<file path="config.mk">
export PLATFORM = sky130hd
export DESIGN_NAME = sram_arbiter
export DESIGN_NICKNAME = d
export VERILOG_FILES = /design/src/rtl/sram_arb_pkg.sv /design/src/rtl/sram_arb_prio.sv /design/src/rtl/sram_arbiter.sv
export SDC_FILE = /design/constraint.sdc
export NUM_CORES = 1
export LEC_CHECK = 0
export BUFFER_PORTS_ARGS = -buffer_cell sky130_fd_sc_hd__buf_2
export CAP_MARGIN = 20
export CORE_ASPECT_RATIO = 0.9
export CORE_UTILIZATION = 44
export DETAILED_ROUTE_END_ITERATION = 10
export GPL_TIMING_DRIVEN = 0
export PLACE_DENSITY = 0.86
export REMOVE_ABC_BUFFERS = 1
export SYNTH_ARGS = -nofsm -noshare
export SYNTH_HDL_FRONTEND = slang
export SYNTH_SLANG_ARGS = --single-unit
</file>
<file path="constraint.sdc">
create_clock -name clk -period 2.2 [get_ports clk]
set_input_delay 0.11 -clock clk [delete_from_list [all_inputs] [get_ports clk]]
set_output_delay 0.11 -clock clk [all_outputs]
set_load 0.05 [all_outputs]
</file>
<file path="src/rtl/sram_arb_pkg.sv">
// sram_arb_pkg
//   Shared definitions for the SRAM arbiter: FSM state encoding and the
//   requester index constants used by the grant logic and the top level.
//   Optional feature macro: SRAM_ARB_RR_EN (see sram_arb_prio).

package sram_arb_pkg;

   typedef enum logic {
      ST_IDLE   = 1'b0,
      ST_ACCESS = 1'b1
   } state_t;

   localparam logic PORT_FETCH = 1'b0;
   localparam logic PORT_DATA  = 1'b1;

endpackage

</file>
<file path="src/rtl/sram_arb_prio.sv">
// sram_arb_prio
//   Two-way grant selection between the fetch and data requesters.
//   Macro SRAM_ARB_RR_EN:
//     defined   - round-robin; after each grant priority passes to the other
//                 port, data port has priority out of reset.
//     undefined - fixed priority, data port always wins.
// Ports
//   clk, rst     clock / sync active-high reset (round-robin build only)
//   advance      a grant was taken this cycle (round-robin build only)
//   i_valid      fetch request pending
//   d_valid      data request pending
//   grant_valid  at least one request pending
//   grant_idx    winning port (PORT_FETCH / PORT_DATA)

module sram_arb_prio
   import sram_arb_pkg::*;
(
`ifdef SRAM_ARB_RR_EN
   input  logic clk,
   input  logic rst,
   input  logic advance,
`endif
   input  logic i_valid,
   input  logic d_valid,
   output logic grant_valid,
   output logic grant_idx
);

`ifdef SRAM_ARB_RR_EN
   logic prio_q;  // port that wins a tie

   always_ff @(posedge clk) begin
      if (rst) begin
         prio_q <= PORT_DATA;
      end else if (advance) begin
         prio_q <= ~grant_idx;
      end
   end

   always_comb begin
      grant_valid = i_valid | d_valid;
      if (i_valid && d_valid) begin
         grant_idx = prio_q;
      end else begin
         grant_idx = d_valid ? PORT_DATA : PORT_FETCH;
      end
   end
`else
   always_comb begin
      grant_valid = i_valid | d_valid;
      grant_idx   = d_valid ? PORT_DATA : PORT_FETCH;
   end
`endif

endmodule

</file>
<file path="src/rtl/sram_arbiter.sv">
// sram_arbiter
//   Shares one single-port OpenRAM-style SRAM between the instruction fetch
//   port (read-only) and the data port (read/write). An access takes two
//   cycles: the granted request drives the SRAM strobes combinationally in
//   IDLE, the macro completes it during ACCESS, and the response pulses the
//   cycle after. Arbitration mode is selected by macro SRAM_ARB_RR_EN.
// Ports
//   clk, rst                 clock, synchronous active-high reset
//   i_req_*/i_rsp_*          fetch request / response
//   d_req_*/d_rsp_*          data request / response (write ack has rdata 0)
//   sram_csb/web/addr/din/wmask, sram_dout   SRAM macro interface
//
//   state     | meaning
//   ----------+------------------------------------------------------------
//   ST_IDLE   | no access in flight; grant and drive SRAM from a request
//   ST_ACCESS | SRAM operating on latched request; capture dout at end

module sram_arbiter
   import sram_arb_pkg::*;
#(
   parameter int DATA_WIDTH = 32,
   parameter int ADDR_WIDTH = 15,
   parameter int NUM_WMASKS = 4
) (
   input  logic                  clk,
   input  logic                  rst,
   input  logic                  i_req_valid,
   output logic                  i_req_ready,
   input  logic [ADDR_WIDTH-1:0] i_req_addr,
   output logic                  i_rsp_valid,
   output logic [DATA_WIDTH-1:0] i_rsp_rdata,
   input  logic                  d_req_valid,
   output logic                  d_req_ready,
   input  logic                  d_req_we,
   input  logic [ADDR_WIDTH-1:0] d_req_addr,
   input  logic [DATA_WIDTH-1:0] d_req_wdata,
   input  logic [NUM_WMASKS-1:0] d_req_wmask,
   output logic                  d_rsp_valid,
   output logic [DATA_WIDTH-1:0] d_rsp_rdata,
   output logic                  sram_csb,
   output logic                  sram_web,
   output logic [ADDR_WIDTH-1:0] sram_addr,
   output logic [DATA_WIDTH-1:0] sram_din,
   output logic [NUM_WMASKS-1:0] sram_wmask,
   input  logic [DATA_WIDTH-1:0] sram_dout
);

   state_t state_q, state_d;
   logic   grant_valid, grant_idx;
   logic   hs;          // request accepted this cycle
   logic   grant_q;     // port owning the access in flight
   logic   we_q;        // access in flight is a write

   sram_arb_prio u_prio (
`ifdef SRAM_ARB_RR_EN
      .clk         (clk),
      .rst         (rst),
      .advance     (hs),
`endif
      .i_valid     (i_req_valid),
      .d_valid     (d_req_valid),
      .grant_valid (grant_valid),
      .grant_idx   (grant_idx)
   );

   always_comb begin
      state_d     = state_q;
      hs          = 1'b0;
      i_req_ready = 1'b0;
      d_req_ready = 1'b0;
      sram_csb    = 1'b1;
      sram_web    = 1'b1;
      sram_addr   = '0;
      sram_din    = '0;
      sram_wmask  = '0;
      case (state_q)
         ST_IDLE: begin
            // Gated by rst so nothing is accepted or strobed while in reset.
            if (!rst && grant_valid) begin
               hs       = 1'b1;
               state_d  = ST_ACCESS;
               sram_csb = 1'b0;
               if (grant_idx == PORT_DATA) begin
                  d_req_ready = 1'b1;
                  sram_web    = ~d_req_we;
                  sram_addr   = d_req_addr;
                  sram_din    = d_req_wdata;
                  sram_wmask  = d_req_wmask;
               end else begin
                  i_req_ready = 1'b1;
                  sram_addr   = i_req_addr;
               end
            end
         end
         ST_ACCESS: begin
            state_d = ST_IDLE;
         end
         default: begin
            state_d = ST_IDLE;
         end
      endcase
   end

   always_ff @(posedge clk) begin
      if (rst) begin
         state_q     <= ST_IDLE;
         grant_q     <= PORT_FETCH;
         we_q        <= 1'b0;
         i_rsp_valid <= 1'b0;
         d_rsp_valid <= 1'b0;
         i_rsp_rdata <= '0;
         d_rsp_rdata <= '0;
      end else begin
         state_q     <= state_d;
         i_rsp_valid <= 1'b0;
         d_rsp_valid <= 1'b0;
         if (hs) begin
            grant_q <= grant_idx;
            we_q    <= (grant_idx == PORT_DATA) && d_req_we;
         end
         // Read data is valid after the negedge inside ACCESS.
         if (state_q == ST_ACCESS) begin
            if (grant_q == PORT_DATA) begin
               d_rsp_valid <= 1'b1;
               d_rsp_rdata <= we_q ? '0 : sram_dout;
            end else begin
               i_rsp_valid <= 1'b1;
               i_rsp_rdata <= sram_dout;
            end
         end
      end
   end

endmodule
</file>
==> metrics.md <==
| Metric | Value |
|---|---|
| Ranking of synthesized cells by area | dfxtp_1 45%, nand2_1 12%, a21oi_1 11% |
| Root Buffer | clkbuf_8 |
| Max Slew Vio Count | 0 |
| Final Hold Vio Count | 0 |
| Sequential element share of the synthesized area | 44.9% |
| Mapped cell area | 3080 µm² |
| Residual DRC | 0 |
| Post-synth EDFFs | 0 |
| FFs w/ async S/R, synth | 0% |
| Clk buf depth | 2 |
| Vias per cell | 5.13 |
| Max transition margin | 33.3% |
| Io pins | 224 |
| Crit path from | state_q$_SDFF_PP0_ |
| Detailed Route Iter0 Violations | 140 |
| Clock buffer count from CTS | 9 |
| Largest net degree at the start of global routing | 45 |
| Worst path required time | 2.09 ns |
| Final nets | 697 |
| Post-route ant nets | 0 |
| VDD IR-drop max | 0.496 mV |
| Avg WL per Cell | 15.5 µm |
| DP Wirelength | 7540 µm |
| Die area | 7330 µm² |
| Core Area | 6660 µm² |
| Final Skew | 0.00594 ns |
| Synth unique cells | 23 |
| Setup CP Type | reg2out |
| Critical Path AT | 1.97 ns |
| Post-Place Setup Slack | 0.0272 ns |
| H-tree depth | 3 |
| Postcts setup bufs | 0 |
| Synth cell count leaders | 98 x nand2_1, 69 x dfxtp_1, 66 x a21oi_1, 36 x and2_1, 32 x nand4b_1 |
| Tightest Pin Transition | 0.999 ns |
| Synth Flop Type | dfxtp_1 |
| Final Cell Area | 4550 µm² |
| Setup slack, reg-to-reg | 0.23 ns |
| Synth Register Bits | 69 |
| Worst-Skew Late Latency | 0.34 ns |
| Post-layout worst setup margin | 0.124 ns |
| Worst hold path type | in2reg |
| Critical path endpoint | sram_wmask[3] |
| First-pass GRT wire length | 16,200 µm |
| Clock-pin slew on the worst setup and hold paths | 0.08 ns |
| Crit share post-route | 94.4% |
| Vert. Die Dim | 81.3 µm |
| Minimum clock period | 2.08 ns |
| Yosys warns | 0 |
| Most common cell in the netlist | nand2_1 |
| Avg Inst Size Synth | 7.99 µm² |
| Area added between synthesis and finish | 48.1% |
| DRT Pass-1 Iters | 5 |
| Antenna diode count | 0 |
| RSZ-0062 raised after global routing | no |
| Outcome | complete, no violations |
| Critical path's largest stage delay | 0.61 ns |
| Tot Pwr | 3.46 mW |
| Pwr/cell area | 760 nW/µm² |
| P_leak | 2.22 nW |
| MaxCap Viol Count | 0 |
| Via count | 3,532 |
| Synth top area share | 44.9% |
| R2R Path End | i_rsp_rdata[27]$_SDFFE_PP0P_ |
| Port Buffers | 223 |
| Slowest cell on the critical path | nor3b_4 |
| RePlAce Congestion | 0.794 |
| Cells along the critical path | nor3b_4 -> and2_1 -> buf_2 |
| Yosys top cell by area | dfxtp_1 |
| FP Rows | 28 |
| # setup viols final | 0 |
| Final WL | 10,700 µm |
| Max Clk Rate | 0.482 GHz |
| Initial Util | 46.2% |
| Setup crit start kind | register |
| Reg2Reg Depth | 5 |
| Worst R2R Start | grant_q$_SDFFE_PP0P_ |
| Total gr overflow | 0 |
| Syn Inst Count | 385 |
| CP Capture Type | output port |
| Placed cell areas | 4210 µm² |
| Layout cells sized above 1 | 41.7% |
| CTS tree | yes |
| Post-layout util | 68.4% |
| Die width | 90.1 µm |
| Vias in the first global route | 3,216 |
| CP max FO | 44 |
| CTS sink count | 69 |
| Total GRT Usage | 28.4% |
| Initial antenna violation count | 0 |
-- power by group --
group	total [mW]	switching, mW	internal, mW	leakage [nW]
clock	1.31	0.493	0.817	0.126
sequential	1.36	0.0615	1.30	0.562
combinational	0.788	0.551	0.237	1.53
-- cell type report --
class | instances | area, µm²
fillers | 575 | 2100
multi-input cells | 278 | 1500
flip-flops and latches | 69 | 1390
repair buffers | 234 | 1290
clock buffers | 11 | 151
well taps | 90 | 113
clock inverters | 5 | 106
inverters | 2 | 7.51
-- sequential cells by signal, summed over array words and instances (netlist names) --
name,count
state_q,1
i_rsp_rdata,32
we_q,1
grant_q,1
i_rsp_valid,1
d_rsp_valid,1
d_rsp_rdata,32
-- cells by family (layout without fill, tap and decap cells) --
kind of cell	after synthesis	count (layout)	synth area share, %
buffers and inverters	39	252	7.12
AOI/OAI and AO/OA	83	83	14.7
DFF	69	69	44.9
and+or+nand+nor	194	195	33.2
-- worst min path at each step --
| stage | startpoint | end | cells past startpoint |
|---|---|---|---|
| floorplan | rst | d_rsp_rdata[0]$_SDFFE_PP0P_ | 1 |
| global placement | sram_dout[18] | i_rsp_rdata[18]$_SDFFE_PP0P_ | 3 |
| detailed placement | sram_dout[6] | i_rsp_rdata[6]$_SDFFE_PP0P_ | 3 |
| CTS | sram_dout[11] | i_rsp_rdata[11]$_SDFFE_PP0P_ | 3 |
| global route | sram_dout[25] | i_rsp_rdata[25]$_SDFFE_PP0P_ | 3 |
| finish | sram_dout[11] | i_rsp_rdata[11]$_SDFFE_PP0P_ | 3 |
-- through the flow --
| stage | instances | setup TNS, ns | hold slack (ns) |
|---|---|---|---|
| floorplan | 348 | -10.48 | 0.179 |
| global placement | 661 | -79.34 | 0.364 |
| detailed placement | 666 | 0 | 0.368 |
| CTS | 689 | 0 | 0.000499 |
| global route | 689 | 0 | 0.00572 |
| finish | 689 | 0 | 0.0150 |
-- layout by cell type, fill, tap and decap left out, types with 2 or more instances in the layout --
cell           Yosys  layout
nor2_1            17      17
nand4b_1          32      32
nor3b_4            1       2
buf_2             11     223
nand2b_1           2       2
dlygate4sd3_1      0       6
clkbuf_8           0      11
inv_1              2       2
buf_16             0       3
o21ai_0            2       2
dfxtp_1           69      67
nand2_1           98      98
bufinv_16          0       3
a21oi_1           66      66
and2_1            36      36
a22oi_1           15      15
nor2b_1            3       2
-- critical path, delay by kind of cell, from the launching register on --
family / cells / cell delay [ns]
buf+inv: 1 / 0.29
simple gates: 2 / 0.82
flops: 1 / 0.51
-- metal layers --
layer	wire length (µm)	vias up	track usage, %
met2	5320	158	49.7
met3	744	20	8.24
met5	0	-	0
met4	223	0	9.35
li1	-	1717	-
met1	4390	1637	33.8
-- repair_timing --
action,in CTS,in global routing
hold buffers,6,0
pin swaps,1,0
setup endpoints to repair,55,1
endpoints found under the hold margin,6,0
cloned,1,0
gates resized for setup,3,1
Note: power is estimated with default switching activity, not from simulation.
